File: config.mk
export PLATFORM = sky130hd
export DESIGN_NAME = fp16_ln
export DESIGN_NICKNAME = d
export VERILOG_FILES = /design/src/rtl/fp16_pkg.sv /design/src/rtl/fp16_add.sv /design/src/rtl/fp16_mult.sv /design/src/rtl/fp16_ln.sv
export SDC_FILE = /design/constraint.sdc
export NUM_CORES = 1
export LEC_CHECK = 0
export BUFFER_PORTS_ARGS = -buffer_cell sky130_fd_sc_hd__buf_4
export CORE_ASPECT_RATIO = 0.75
export CORE_MARGIN = 5
export CORE_UTILIZATION = 25
export DETAILED_ROUTE_END_ITERATION = 10
export GPL_ROUTABILITY_DRIVEN = 1
export HOLD_SLACK_MARGIN = 0.03
export PLACE_DENSITY = 0.4
export SYNTH_ARGS = -nofsm -noshare
export SYNTH_HDL_FRONTEND = slang
export SYNTH_HIERARCHICAL = 1
export SYNTH_SLANG_ARGS = --single-unit
File: constraint.sdc
create_clock -name clk -period 25.7 [get_ports clk]
set_input_delay 3.855 -clock clk [delete_from_list [all_inputs] [get_ports clk]]
set_output_delay 3.855 -clock clk [all_outputs]
set_load 0.05 [all_outputs]
File: src/rtl/fp16_pkg.sv
// Shared FP16 constants, series coefficients, ln2 multiples and FSM state for the log unit.
package fp16_pkg;

    localparam int unsigned FP16_W = 16;

    localparam logic [FP16_W-1:0] FP16_ONE     = 16'h3C00;
    localparam logic [FP16_W-1:0] FP16_NEG_ONE = 16'hBC00;
    localparam logic [FP16_W-1:0] FP16_NINF    = 16'hFC00;
    localparam logic [FP16_W-1:0] FP16_PINF    = 16'h7C00;
    localparam logic [FP16_W-1:0] FP16_QNAN    = 16'h7E00;

    // Fraction of sqrt(2): mantissas at or above this are halved so t stays small
    localparam logic [9:0] SQRT2_FRAC = 10'h1A8;

    // c_i = (-1)^(i+1)/i, i = 1..8
    localparam logic [8:1][FP16_W-1:0] LN_COEF = {
        16'hB000, 16'h3092, 16'hB155, 16'h3266,
        16'hB400, 16'h3555, 16'hB800, 16'h3C00
    };

    // Entry i holds (i-14)*ln2, i = 0..30
    localparam logic [30:0][FP16_W-1:0] LN2_ROM = {
        16'h498C, 16'h4933, 16'h48DA, 16'h4881, 16'h4829, 16'h47A0, 16'h46EE, 16'h463D,
        16'h458C, 16'h44DA, 16'h4429, 16'h42EE, 16'h418C, 16'h4029, 16'h3D8C, 16'h398C,
        16'h0000,
        16'hB98C, 16'hBD8C, 16'hC029, 16'hC18C, 16'hC2EE, 16'hC429, 16'hC4DA,
        16'hC58C, 16'hC63D, 16'hC6EE, 16'hC7A0, 16'hC829, 16'hC881, 16'hC8DA
    };

    typedef enum logic [2:0] {
        ST_IDLE,
        ST_UNPACK,
        ST_HORNER,
        ST_SCALE,
        ST_COMBINE
    } ln_state_e;

endpackage

File: src/rtl/fp16_add.sv
// Combinational FP16 adder, round-to-nearest-even, subnormals flushed to zero.
module fp16_add (
    input  logic [15:0] a,
    input  logic [15:0] b,
    output logic [15:0] y
);
    logic              a_nan, b_nan, a_inf, b_inf, a_zero, b_zero;
    logic [15:0]       big, sml;
    logic [4:0]        diff;
    logic [4:0]        shamt;
    logic [27:0]       ext;
    logic [14:0]       big_m, sml_m, sum;
    logic [13:0]       norm;
    logic [3:0]        lz;
    logic              found;
    logic signed [6:0] ex;
    logic [10:0]       rnd;

    always_comb begin
        a_nan  = (a[14:10] == 5'h1F) && (a[9:0] != 10'd0);
        b_nan  = (b[14:10] == 5'h1F) && (b[9:0] != 10'd0);
        a_inf  = (a[14:10] == 5'h1F) && (a[9:0] == 10'd0);
        b_inf  = (b[14:10] == 5'h1F) && (b[9:0] == 10'd0);
        a_zero = (a[14:10] == 5'd0);
        b_zero = (b[14:10] == 5'd0);
        big    = (a[14:0] >= b[14:0]) ? a : b;
        sml    = (a[14:0] >= b[14:0]) ? b : a;
        diff   = big[14:10] - sml[14:10];
        shamt  = (diff > 5'd15) ? 5'd15 : diff;
        ext    = {1'b1, sml[9:0], 3'b000, 14'd0} >> shamt;
        big_m  = {2'b01, big[9:0], 3'b000};
        // Bits shifted past the guard positions collapse into a sticky LSB
        sml_m  = {1'b0, ext[27:15], ext[14] | (|ext[13:0])};
        sum    = (a[15] ^ b[15]) ? (big_m - sml_m) : (big_m + sml_m);
        ex     = $signed({2'b00, big[14:10]});
        lz     = 4'd0;
        found  = 1'b0;
        for (int i = 13; i >= 0; i--) begin
            if (!found && sum[i]) begin
                lz    = 4'(13 - i);
                found = 1'b1;
            end
        end
        if (sum[14]) begin
            norm = {sum[14:2], sum[1] | sum[0]};
            ex   = ex + 7'sd1;
        end else begin
            norm = 14'(sum[13:0] << lz);
            ex   = ex - $signed({3'b000, lz});
        end
        rnd = {1'b0, norm[12:3]} + 11'(norm[2] & ((|norm[1:0]) | norm[3]));
        if (rnd[10]) begin
            ex = ex + 7'sd1;
        end
        y = {big[15], ex[4:0], rnd[9:0]};
        if (a_nan || b_nan) begin
            y = 16'h7E00;
        end else if (a_inf && b_inf) begin
            y = (a[15] != b[15]) ? 16'h7E00 : a;
        end else if (a_inf) begin
            y = a;
        end else if (b_inf) begin
            y = b;
        end else if (a_zero && b_zero) begin
            y = {a[15] & b[15], 15'd0};
        end else if (a_zero) begin
            y = b;
        end else if (b_zero) begin
            y = a;
        end else if (sum == 15'd0) begin
            y = 16'h0000;
        end else if (ex >= 7'sd31) begin
            y = {big[15], 5'h1F, 10'd0};
        end else if (ex <= 7'sd0) begin
            y = {big[15], 15'd0};
        end
    end

endmodule

File: src/rtl/fp16_mult.sv
// Combinational FP16 multiplier, round-to-nearest-even, subnormals flushed to zero.
module fp16_mult (
    input  logic [15:0] a,
    input  logic [15:0] b,
    output logic [15:0] y
);
    logic              sign;
    logic              a_nan, b_nan, a_inf, b_inf, a_zero, b_zero;
    logic [21:0]       prod;
    logic signed [7:0] ex;
    logic [9:0]        mant;
    logic              guard, sticky;
    logic [10:0]       rnd;

    always_comb begin
        sign   = a[15] ^ b[15];
        a_nan  = (a[14:10] == 5'h1F) && (a[9:0] != 10'd0);
        b_nan  = (b[14:10] == 5'h1F) && (b[9:0] != 10'd0);
        a_inf  = (a[14:10] == 5'h1F) && (a[9:0] == 10'd0);
        b_inf  = (b[14:10] == 5'h1F) && (b[9:0] == 10'd0);
        a_zero = (a[14:10] == 5'd0);
        b_zero = (b[14:10] == 5'd0);
        prod   = 22'({1'b1, a[9:0]}) * 22'({1'b1, b[9:0]});
        ex     = $signed({3'b000, a[14:10]}) + $signed({3'b000, b[14:10]}) - 8'sd15;
        mant   = prod[19:10];
        guard  = prod[9];
        sticky = |prod[8:0];
        // Product in [2,4): renormalise by one position
        if (prod[21]) begin
            mant   = prod[20:11];
            guard  = prod[10];
            sticky = |prod[9:0];
            ex     = ex + 8'sd1;
        end
        rnd = {1'b0, mant} + 11'(guard & (sticky | mant[0]));
        if (rnd[10]) begin
            ex = ex + 8'sd1;
        end
        y = {sign, ex[4:0], rnd[9:0]};
        if (a_nan || b_nan) begin
            y = 16'h7E00;
        end else if (a_inf || b_inf) begin
            y = (a_zero || b_zero) ? 16'h7E00 : {sign, 5'h1F, 10'd0};
        end else if (a_zero || b_zero) begin
            y = {sign, 15'd0};
        end else if (ex >= 8'sd31) begin
            y = {sign, 5'h1F, 10'd0};
        end else if (ex <= 8'sd0) begin
            y = {sign, 15'd0};
        end
    end

endmodule

File: src/rtl/fp16_ln.sv
// Iterative FP16 natural log: ln(x) = e*ln2 + ln(m), ln(m) by Horner-evaluated series in t = m-1.
module fp16_ln
    import fp16_pkg::*;
#(
    parameter int unsigned N_TERMS = 6
) (
    input  logic        clk,
    input  logic        rst_n,
    input  logic        start,
    input  logic [15:0] x,
    output logic [15:0] ln_x,
    output logic        done,
    output logic        busy
);
    localparam int unsigned CNT_W = 4;

    ln_state_e        state;
    logic [15:0]      x_r, t, p, lnm, special_val;
    logic [4:0]       e_idx;
    logic             special;
    logic [CNT_W-1:0] cnt;

    logic [4:0]       x_exp;
    logic [9:0]       x_frac;
    logic             hi_frac;
    logic             is_special;
    logic [15:0]      spec_sel;
    logic [15:0]      mul_a, mul_b, mul_y, add_a, add_b, add_y;

    assign x_exp   = x_r[14:10];
    assign x_frac  = x_r[9:0];
    assign hi_frac = (x_frac >= SQRT2_FRAC);

    // Operand classification; zero and subnormal both read as ln(0)
    always_comb begin
        is_special = 1'b1;
        spec_sel   = FP16_QNAN;
        if (x_exp == 5'h1F && x_frac != 10'd0) begin
            spec_sel = FP16_QNAN;
        end else if (x_exp == 5'd0) begin
            spec_sel = FP16_NINF;
        end else if (x_r[15]) begin
            spec_sel = FP16_QNAN;
        end else if (x_exp == 5'h1F) begin
            spec_sel = FP16_PINF;
        end else begin
            is_special = 1'b0;
        end
    end

    // Operand steering for the single shared multiplier and adder
    always_comb begin
        mul_a = 16'h0000;
        mul_b = 16'h0000;
        add_a = 16'h0000;
        add_b = 16'h0000;
        case (state)
            ST_UNPACK: begin
                add_a = {1'b0, hi_frac ? 5'd14 : 5'd15, x_frac};
                add_b = FP16_NEG_ONE;
            end
            ST_HORNER: begin
                mul_a = t;
                mul_b = p;
                add_a = LN_COEF[cnt];
                add_b = mul_y;
            end
            ST_SCALE: begin
                mul_a = t;
                mul_b = p;
            end
            ST_COMBINE: begin
                add_a = lnm;
                add_b = LN2_ROM[e_idx];
            end
            default: ;
        endcase
    end

    fp16_mult u_mult (
        .a (mul_a),
        .b (mul_b),
        .y (mul_y)
    );

    fp16_add u_add (
        .a (add_a),
        .b (add_b),
        .y (add_y)
    );

    always_ff @(posedge clk) begin
        if (!rst_n) begin
            state       <= ST_IDLE;
            ln_x        <= 16'h0000;
            done        <= 1'b0;
            busy        <= 1'b0;
            x_r         <= 16'h0000;
            t           <= 16'h0000;
            p           <= 16'h0000;
            lnm         <= 16'h0000;
            special     <= 1'b0;
            special_val <= 16'h0000;
            e_idx       <= 5'd14;
            cnt         <= '0;
        end else begin
            case (state)
                ST_IDLE: begin
                    done <= 1'b0;
                    if (start) begin
                        x_r   <= x;
                        busy  <= 1'b1;
                        state <= ST_UNPACK;
                    end
                end
                ST_UNPACK: begin
                    t           <= add_y;
                    p           <= LN_COEF[N_TERMS];
                    cnt         <= CNT_W'(N_TERMS - 1);
                    special     <= is_special;
                    special_val <= spec_sel;
                    // ROM index is e+14, i.e. biased exponent minus one plus the halving bump
                    e_idx       <= (x_exp == 5'd0 || x_exp == 5'h1F) ? 5'd14
                                 : 5'(x_exp - 5'd1 + 5'(hi_frac));
                    state       <= ST_HORNER;
                end
                ST_HORNER: begin
                    p <= add_y;
                    if (cnt == CNT_W'(1)) begin
                        state <= ST_SCALE;
                    end else begin
                        cnt <= cnt - CNT_W'(1);
                    end
                end
                ST_SCALE: begin
                    lnm   <= mul_y;
                    state <= ST_COMBINE;
                end
                ST_COMBINE: begin
                    ln_x  <= special ? special_val : add_y;
                    done  <= 1'b1;
                    busy  <= 1'b0;
                    state <= ST_IDLE;
                end
                default: state <= ST_IDLE;
            endcase
        end
    end

endmodule
==> results of run 1 <==
[Yosys cell counts, types with 61 or more instances]
| library cell | n |
|---|---|
| nand2_1 | 336 |
| inv_1 | 199 |
| nor2_1 | 176 |
| ha_1 | 135 |
| a21oi_1 | 126 |
| dfxtp_1 | 122 |
| o21ai_0 | 103 |
| clkbuf_1 | 97 |
| and2_1 | 96 |
| fa_1 | 83 |
| nand3_1 | 71 |
| a21boi_0 | 61 |
[through the flow]
stage	area (µm²)	setup slack (ps)	util	cells	total power, W
after floorplan	18100	5600	-	2442	0.00193
after global placement	19200	2680	0.267	3323	0.00256
after detailed placement	19200	2240	0.267	3323	0.00253
after CTS	19800	2160	0.275	3354	0.00278
after global routing	19800	65.5	0.275	3354	0.00303
final	19800	1780	0.275	3354	0.00283
[power groups by stage]
stage	Combinational, W	Sequential, W	Clock, W
after global placement	0.00233	0.000239	0
after global routing	0.00255	0.000238	0.000245
after detailed placement	0.00229	0.000239	0
after floorplan	0.00170	0.000231	0
after CTS	0.00231	0.000236	0.000235
final	0.00236	0.000236	0.000231
[final timing paths]
kind | cells after the start | from | slack (ps) | endpoint
setup reg to reg | 82 | state[1]$_SDFFE_PN0P_ | 1780 | ln_x[2]$_SDFFE_PN0P_
hold / removal | 2 | lnm[5]$_SDFFE_PN0P_ | 460 | lnm[5]$_SDFFE_PN0P_
setup / recovery | 82 | state[1]$_SDFFE_PN0P_ | 1780 | ln_x[2]$_SDFFE_PN0P_
hold reg to reg | 2 | lnm[5]$_SDFFE_PN0P_ | 460 | lnm[5]$_SDFFE_PN0P_
[area by class of cell]
cell class,instances,area [µm²],area share
inverter,206,776,0.0393
clock inverter,13,120,0.00608
multi-input combinational,1973,14300,0.724
clock buffer,18,439,0.0222
tap,957,1200,0.0606
sequential,122,2440,0.124
timing repair buffer,65,488,0.0247
[critical path: cells and delay by family (launching register included)]
| kind | cells | cell delay (ps) |
|---|---|---|
| AO/OA/AOI/OAI | 31 | 8280 |
| buffers and inverters | 13 | 1930 |
| AND/OR/NAND/NOR | 25 | 6880 |
| flip-flops | 1 | 560 |
| adder cells (fa/ha/maj) | 12 | 5510 |
| XOR/XNOR | 1 | 590 |
[per-layer routing]
layer | global-route usage | vias to the layer above
li1 | - | 8541
met1 | 0.272 | 8686
met2 | 0.223 | 639
met3 | 0.0351 | 30
met4 | 0.0162 | 0
met5 | 0 | -
[kinds of logic after synthesis]
group	Yosys count	share of synthesized area
flops	122	0.135
buf+inv	347	0.0770
fa+ha+maj	218	0.185
xor+xnor	83	0.0416
mux	56	0.0345
simple gates	946	0.256
compound gates	670	0.271
==> results.json, run 1 <==
{
  "io_buffers": 36,
  "syn_nets": 2679,
  "max_stage_delay_ps": 920,
  "cts-resized-gates": 0,
  "slew_headroom": 0.251,
  "seq_area_frac_synth": 0.135,
  "p_sw_frac": 0.601,
  "async_flop_share": 0,
  "final_max_slew_viol_count": 0,
  "clk_pin_slew_ps": 60,
  "clk_latency_ps": 430,
  "via_count": 17900,
  "synth_area_leaders": "dfxtp_1 13%, ha_1 9.3%, fa_1 9.2%",
  "yosys_register_bits": 122,
  "cts-buffers-inserted": 17,
  "grt_pass1_wl_mm": 103,
  "synth_top_cell_by_area": "dfxtp_1",
  "ant_nets": 0,
  "diodes": 0,
  "power_frac_clock": 0.082,
  "overflow": 0,
  "fin_nets": 2622,
  "critPathKind": "register to register",
  "p_sw_w": 0.00170,
  "worst_pin_slew_ps": 1120,
  "grt_max_degree": 78,
  "cp.arrival_ps": 24270,
  "rsz0062_at_grt": "no",
  "met3_length_mm": 5.05,
  "synth_top_area_frac": 0.135,
  "fin_tns_setup_ps": 0,
  "n_fill_cell": 7863,
  "viasPerCell": 5.34,
  "die-area_um2": 78000,
  "finalHoldViolCount": 0,
  "syn2layout_area_growth_pct": 9.08,
  "cp.required_ps": 26050,
  "drive_gt1_frac": 0.0822,
  "total_leakage_power_nw": 8.08,
  "crit_path_frequent_cell": "inv_1",
  "p_comb_frac": 0.835,
  "cp-start-kind": "register",
  "cts-hold-fix-buffers": 0,
  "grt_antenna_before_repair": 0,
  "p_per_area_nw_per_um2": 143,
  "status": "completed",
  "syn-cell-area_um2": 18100,
  "syn-mean-instance-area_um2": 7.42,
  "htreeDepth": 4,
  "ys.flop_type": "dfxtp_1",
  "clock-root-buffer": "clkbuf_16",
  "setup_viol": 0,
  "cts.sinks": 122,
  "rows": 85,
  "ir_drop_mv": 0.0812,
  "fmaxAchievable_mhz": 41.8,
  "gp_congestion": 0.889,
  "internal_power_w": 0.00113,
  "clk_path_buf_depth": 2,
  "hold_path_class": "register to register",
  "drt_iter0_markers": 1799,
  "grt_pass1_vias": 16800,
  "synthCells": 2442,
  "dr_wl_met2_mm": 26.1,
  "highest_layer": "met4",
  "dr.pass1.iters": 5,
  "dpl.hpwl_mm": 54.0,
  "grtUsageTotal": 0.166,
  "wl_met1_mm": 35.8,
  "mostFrequentLayoutCell": "nand2_1",
  "chipWidth_um": 321,
  "worst_hold_slack_ps": 459,
  "cpMaxStageDelayCell": "ha_1",
  "wirelength_mm": 67.2,
  "power_frac_seq": 0.083,
  "fin_crit_ps": 23920,
  "end_kind": "register",
  "num_io_pins": 37,
  "ys_warn_count": 6,
  "cap_violations": 0,
  "synth_edf_count": 0,
  "core_um2": 71800,
  "die_y_um": 243,
  "cts_setup_buffers": 0,
  "post-route-drc-count": 0,
  "layout_common_cells": "336 x nand2_1, 199 x inv_1, 175 x nor2_1, 135 x ha_1, 126 x a21oi_1",
  "critPathMaxFanout": 29,
  "skew_ps": 14.1,
  "tritoncts": "yes",
  "wl_per_cell_um": 20.0,
  "start_util": 0.252,
  "timing.final.crit_share": 0.931,
  "synth_cell_types": 123
}
Note: power is estimated with default switching activity, not from simulation.
==> inputs of run 2 (changes only) <==
==> constraint.sdc (replaced) <==
create_clock -name clk -period 25.6 [get_ports clk]
set_input_delay 3.84 -clock clk [delete_from_list [all_inputs] [get_ports clk]]
set_output_delay 3.84 -clock clk [all_outputs]
set_load 0.05 [all_outputs]
==> run 2 against run 1 <==
  * Count of clock-buffer cells in the layout is the same
  * Largest cell class unchanged
  * Clock power grew 12%
  * Via count grew 0.24%
  * Maximum frequency shrank 0.18%
  * Final area grew 0.30%
  * Combinational power is essentially flat
  * Final cell count is essentially flat
  * Non-clock buffer count shrank 1
  * Die area is the same
  * Largest power group unchanged
==> results.json, run 2 (same netlist as run 1, synthesis figures left out) <==
{
  "cp.arrival_ps": 24320,
  "grt_antenna_before_repair": 0,
  "rows": 85,
  "core_um2": 71800,
  "r2r_start": "state[1]$_SDFFE_PN0P_",
  "htreeDepth": 4,
  "rrSetupSlack_ps": 1640,
  "chipWidth_um": 321,
  "total_leakage_power_nw": 8.11,
  "drive_gt1_frac": 0.0826,
  "critPathMaxFanout": 29,
  "ant_nets": 0,
  "skew_ps": 11.8,
  "gp_congestion": 0.884,
  "critPathKind": "register to register",
  "die_y_um": 243,
  "finalHoldViolCount": 0,
  "fin_crit_ps": 23960,
  "n_fill_cell": 7896,
  "worst_pin_slew_ps": 1130,
  "ff2ff_path_depth": 82,
  "dr.pass1.iters": 6,
  "rsz0062_at_grt": "no",
  "fin_tns_setup_ps": 0,
  "cts-resized-gates": 0,
  "num_io_pins": 37,
  "setup_viol": 0,
  "syn2layout_area_growth_pct": 9.41,
  "crit_path_frequent_cell": "inv_1",
  "viasPerCell": 5.35,
  "clk_pin_slew_ps": 60,
  "crit_end": "ln_x[4]$_SDFFE_PN0P_",
  "cts-hold-fix-buffers": 0,
  "post-route-drc-count": 0,
  "fmaxAchievable_mhz": 41.7,
  "status": "completed",
  "grt_max_degree": 78,
  "cp-startpoint": "state[1]$_SDFFE_PN0P_",
  "power_w": 0.00286,
  "final_max_slew_viol_count": 0,
  "cp.required_ps": 25960,
  "ir_drop_mv": 0.0795,
  "cp-start-kind": "register",
  "cpMaxStageDelayCell": "ha_1",
  "timing.final.crit_share": 0.936,
  "fin_nets": 2621,
  "hold_path_class": "register to register",
  "via_count": 17900,
  "overflow": 0,
  "cts_setup_buffers": 0,
  "dpl.hpwl_mm": 53.9,
  "r2r-end": "ln_x[4]$_SDFFE_PN0P_",
  "cts-buffers-inserted": 17,
  "wirelength_mm": 67.4,
  "clk_latency_ps": 440,
  "end_kind": "register",
  "tritoncts": "yes",
  "wl_per_cell_um": 20.1,
  "grt_pass1_wl_mm": 104,
  "start_util": 0.252,
  "layout_common_cells": "336 x nand2_1, 199 x inv_1, 175 x nor2_1, 135 x ha_1, 126 x a21oi_1",
  "cap_violations": 0,
  "die-area_um2": 78000,
  "slew_headroom": 0.244,
  "cts.sinks": 122,
  "clk_path_buf_depth": 2,
  "clock-root-buffer": "clkbuf_16",
  "io_buffers": 36,
  "mostFrequentLayoutCell": "nand2_1",
  "grt_pass1_vias": 16900,
  "p_per_area_nw_per_um2": 144,
  "grtUsageTotal": 0.167,
  "max_stage_delay_ps": 920,
  "drt_iter0_markers": 1622
}
-- run 2: cell types whose count changed in the layout (fill, tap and decap cells not counted), moves of 2 or more --
| cell | change |
|---|---|
| clkinvlp_4 | -2 |
| inv_6 | +2 |
| clkinv_2 | -2 |
| bufinv_16 | +2 |
-- run 2: per-stage QoR --
stage | utilization | hold WS [ps] | setup slack, ps | instances | instance area, µm²
final | 0.276 | 461 | 1640 | 3355 | 19800
after global routing | 0.276 | 483 | 65.4 | 3354 | 19800
after floorplan | - | 431 | 5500 | 2442 | 18100
after global placement | 0.267 | 439 | 2030 | 3322 | 19200
after detailed placement | 0.267 | 448 | 1780 | 3322 | 19200
after CTS | 0.276 | 460 | 1640 | 3354 | 19800
-- run 2: where the power goes --
part           switching, W  leakage [nW]  internal (W)
logic               0.00159          6.82      0.000781
registers         0.0000205         0.993      0.000216
clock network      0.000100         0.304      0.000158
total               0.00171          8.11       0.00116
-- run 2: critical path: cells and delay by family, from the launching register on --
kind	cells	cell delay (ps)
AO/OA/AOI/OAI	31	8100
AND/OR/NAND/NOR	25	7090
adder cells (fa/ha/maj)	12	5510
buffers and inverters	13	1910
XOR/XNOR	1	600
flip-flops	1	560
-- run 2: layer usage --
layer / GRT usage / wire, µm / vias to the layer above / share of wire
li1: - / - / 8560 / -
met1: 0.270 / 35500 / 8769 / 0.53
met2: 0.224 / 26300 / 574 / 0.39
met3: 0.0412 / 5160 / 36 / 0.077
met4: 0.0160 / 456 / 0 / 0.0068
met5: 0 / 0 / - / 0
-- run 2: how the worst min path moves through the flow --
stage / startpoint / depth (start not counted) / slack (ps) / endpoint
6_report: special_val[14]$_SDFFE_PN0P_ / 1 / 460 / special_val[14]$_SDFFE_PN0P_
5_1_grt: special_val[14]$_SDFFE_PN0P_ / 1 / 480 / special_val[14]$_SDFFE_PN0P_
4_1_cts: special_val[14]$_SDFFE_PN0P_ / 1 / 460 / special_val[14]$_SDFFE_PN0P_
3_5_place_dp: special_val[14]$_SDFFE_PN0P_ / 1 / 450 / special_val[14]$_SDFFE_PN0P_
3_3_place_gp: special_val[14]$_SDFFE_PN0P_ / 1 / 440 / special_val[14]$_SDFFE_PN0P_
2_1_floorplan: lnm[14]$_SDFFE_PN0P_ / 2 / 430 / lnm[14]$_SDFFE_PN0P_
-- run 2: area by class of cell --
class                      instances  area (µm²)  area share
timing repair buffer              64         480      0.0242
antenna                            1        2.50    0.000126
sequential                       122        2440       0.123
inverter                         206         776      0.0391
clock buffer                      18         439      0.0222
tap                              957        1200      0.0604
multi-input combinational       1973       14300       0.721
clock inverter                    14         184     0.00928
==> inputs of run 3 (changes only) <==
==> constraint.sdc (replaced) <==
create_clock -name clk -period 31 [get_ports clk]
set_input_delay 4.65 -clock clk [delete_from_list [all_inputs] [get_ports clk]]
set_output_delay 4.65 -clock clk [all_outputs]
set_load 0.05 [all_outputs]
==> run 3 against run 2 <==
  * Power fell by 18%
  * Largest power group unchanged
  * Global-route usage fell by 0.25 points
  * Worst setup slack improved by 5400 ps
  * Clock power fell by 25%
  * Register-to-register slack improved by 5400 ps
  * Non-clock buffer count fell by 1
  * Routed wire length fell by 1.5%
  * Largest cell class unchanged
  * Highest routed layer unchanged
==> results.json, run 3 (same netlist as run 1, synthesis figures left out) <==
{
  "overflow": 0,
  "total_leakage_power_nw": 8.07,
  "die-area_um2": 78000,
  "cts-hold-fix-buffers": 0,
  "instances_no_fill": 3353,
  "ir_drop_mv": 0.0668,
  "hold_depth": 2,
  "max_stage_delay_ps": 1060,
  "status": "completed",
  "syn2layout_area_growth_pct": 9.04,
  "io_buffers": 36,
  "end_kind": "register",
  "power_w": 0.00234,
  "critPathKind": "register to register",
  "regArea_um2": 2440,
  "diodes": 0,
  "ant_nets": 0,
  "cp.required_ps": 31350,
  "cpMaxStageDelayCell": "nor2_2",
  "wl_per_cell_um": 19.8,
  "dpl.hpwl_mm": 53.3,
  "rrSetupSlack_ps": 7000,
  "setup_viol": 0,
  "crit_path_frequent_cell": "inv_1",
  "timing.final.crit_share": 0.774,
  "place_area_um2": 19200,
  "clk_latency_ps": 430,
  "grtUsageTotal": 0.164,
  "r2r-end": "ln_x[4]$_SDFFE_PN0P_",
  "grt_pass1_vias": 16800,
  "rows": 85,
  "final_max_slew_viol_count": 0,
  "mostFrequentLayoutCell": "nand2_1",
  "cts_setup_buffers": 0,
  "slew_headroom": 0.160,
  "p_per_area_nw_per_um2": 118,
  "gp_congestion": 0.880,
  "cts-resized-gates": 0,
  "finalHoldViolCount": 0,
  "fin_nets": 2620,
  "layout_common_cells": "336 x nand2_1, 199 x inv_1, 175 x nor2_1, 135 x ha_1, 126 x a21oi_1",
  "viasPerCell": 5.34,
  "die_y_um": 243,
  "worstHoldEndpoint": "lnm[7]$_SDFFE_PN0P_",
  "wirelength_mm": 66.4,
  "cts.sinks": 122,
  "clock-root-buffer": "clkbuf_16",
  "critPathMaxFanout": 51,
  "clk_pin_slew_ps": 70,
  "via_count": 17900,
  "post-route-drc-count": 0,
  "grt_antenna_before_repair": 0,
  "r2r_start": "state[1]$_SDFFE_PN0P_",
  "skew_ps": 16.5,
  "dp.cells": 3321,
  "grt_max_degree": 78,
  "tritoncts": "yes",
  "core_um2": 71800,
  "fmaxAchievable_mhz": 41.7,
  "cp-start-kind": "register",
  "drive_gt1_frac": 0.0818,
  "rsz0062_at_grt": "no",
  "final_area_um2": 19800,
  "num_io_pins": 37,
  "cts-buffers-inserted": 17,
  "worst_pin_slew_ps": 1260,
  "clk_path_buf_depth": 2,
  "htreeDepth": 4,
  "fin_tns_setup_ps": 0,
  "ff2ff_path_depth": 81,
  "dr.pass1.iters": 5,
  "fin_crit_ps": 24000,
  "n_fill_cell": 7931,
  "grt_pass1_wl_mm": 102,
  "worst_hold_slack_ps": 459,
  "multi_input_area_um2": 14300,
  "cap_violations": 0,
  "drt_iter0_markers": 1578,
  "cp.arrival_ps": 24350,
  "start_util": 0.252,
  "min_from": "lnm[7]$_SDFFE_PN0P_",
  "chipWidth_um": 321,
  "hold_path_class": "register to register"
}
[run 3: per-stage QoR]
stage          worst slack, ps   util
6_report                  7000  0.275
3_3_place_gp              7350  0.267
5_1_grt                   5060  0.275
2_1_floorplan            10900      -
3_5_place_dp              6980  0.267
4_1_cts                   6920  0.275
[run 3: critical path, delay by kind of cell (launching register included)]
kind                       cells  cell delay [ps]
AOI/OAI and AO/OA             32             8540
DFF                            1              540
and+or+nand+nor               23             6760
adders and majority gates     12             5360
xor gates and xnor gates       1              590
buffers and inverters         13             2010
[run 3: worst max-delay path by stage]
stage | slack, ps | to | cells past startpoint | from
floorplan | 10900 | p[6]$_SDFFE_PN0P_ | 91 | state[1]$_SDFFE_PN0P_
global placement | 7350 | ln_x[11]$_SDFFE_PN0P_ | 81 | state[1]$_SDFFE_PN0P_
detailed placement | 6980 | ln_x[4]$_SDFFE_PN0P_ | 79 | state[1]$_SDFFE_PN0P_
CTS | 6920 | ln_x[2]$_SDFFE_PN0P_ | 79 | state[1]$_SDFFE_PN0P_
global route | 5060 | ln_x[4]$_SDFFE_PN0P_ | 82 | state[1]$_SDFFE_PN0P_
finish | 7000 | ln_x[4]$_SDFFE_PN0P_ | 81 | state[1]$_SDFFE_PN0P_
[run 3: per-layer routing]
layer | GRT usage | wire [µm] | up-vias
met5 | 0 | 0 | -
met4 | 0.0202 | 546 | 0
li1 | - | - | 8542
met1 | 0.265 | 35300 | 8772
met3 | 0.0432 | 4930 | 38
met2 | 0.218 | 25600 | 569
[run 3: report_power, final]
part           internal (W)  switching, W  leakage [nW]
registers          0.000179     0.0000163         0.993
clock network      0.000112     0.0000822         0.266
logic              0.000643       0.00131          6.81
total              0.000934       0.00140          8.07
[run 3: layout make-up]
cell class | count | area share
clock inverters | 14 | 0.00697
clock buffers | 18 | 0.0217
multi-input cells | 1973 | 0.724
flip-flops and latches | 122 | 0.124
repair buffers | 63 | 0.0239
inverters | 206 | 0.0393
well taps | 957 | 0.0606
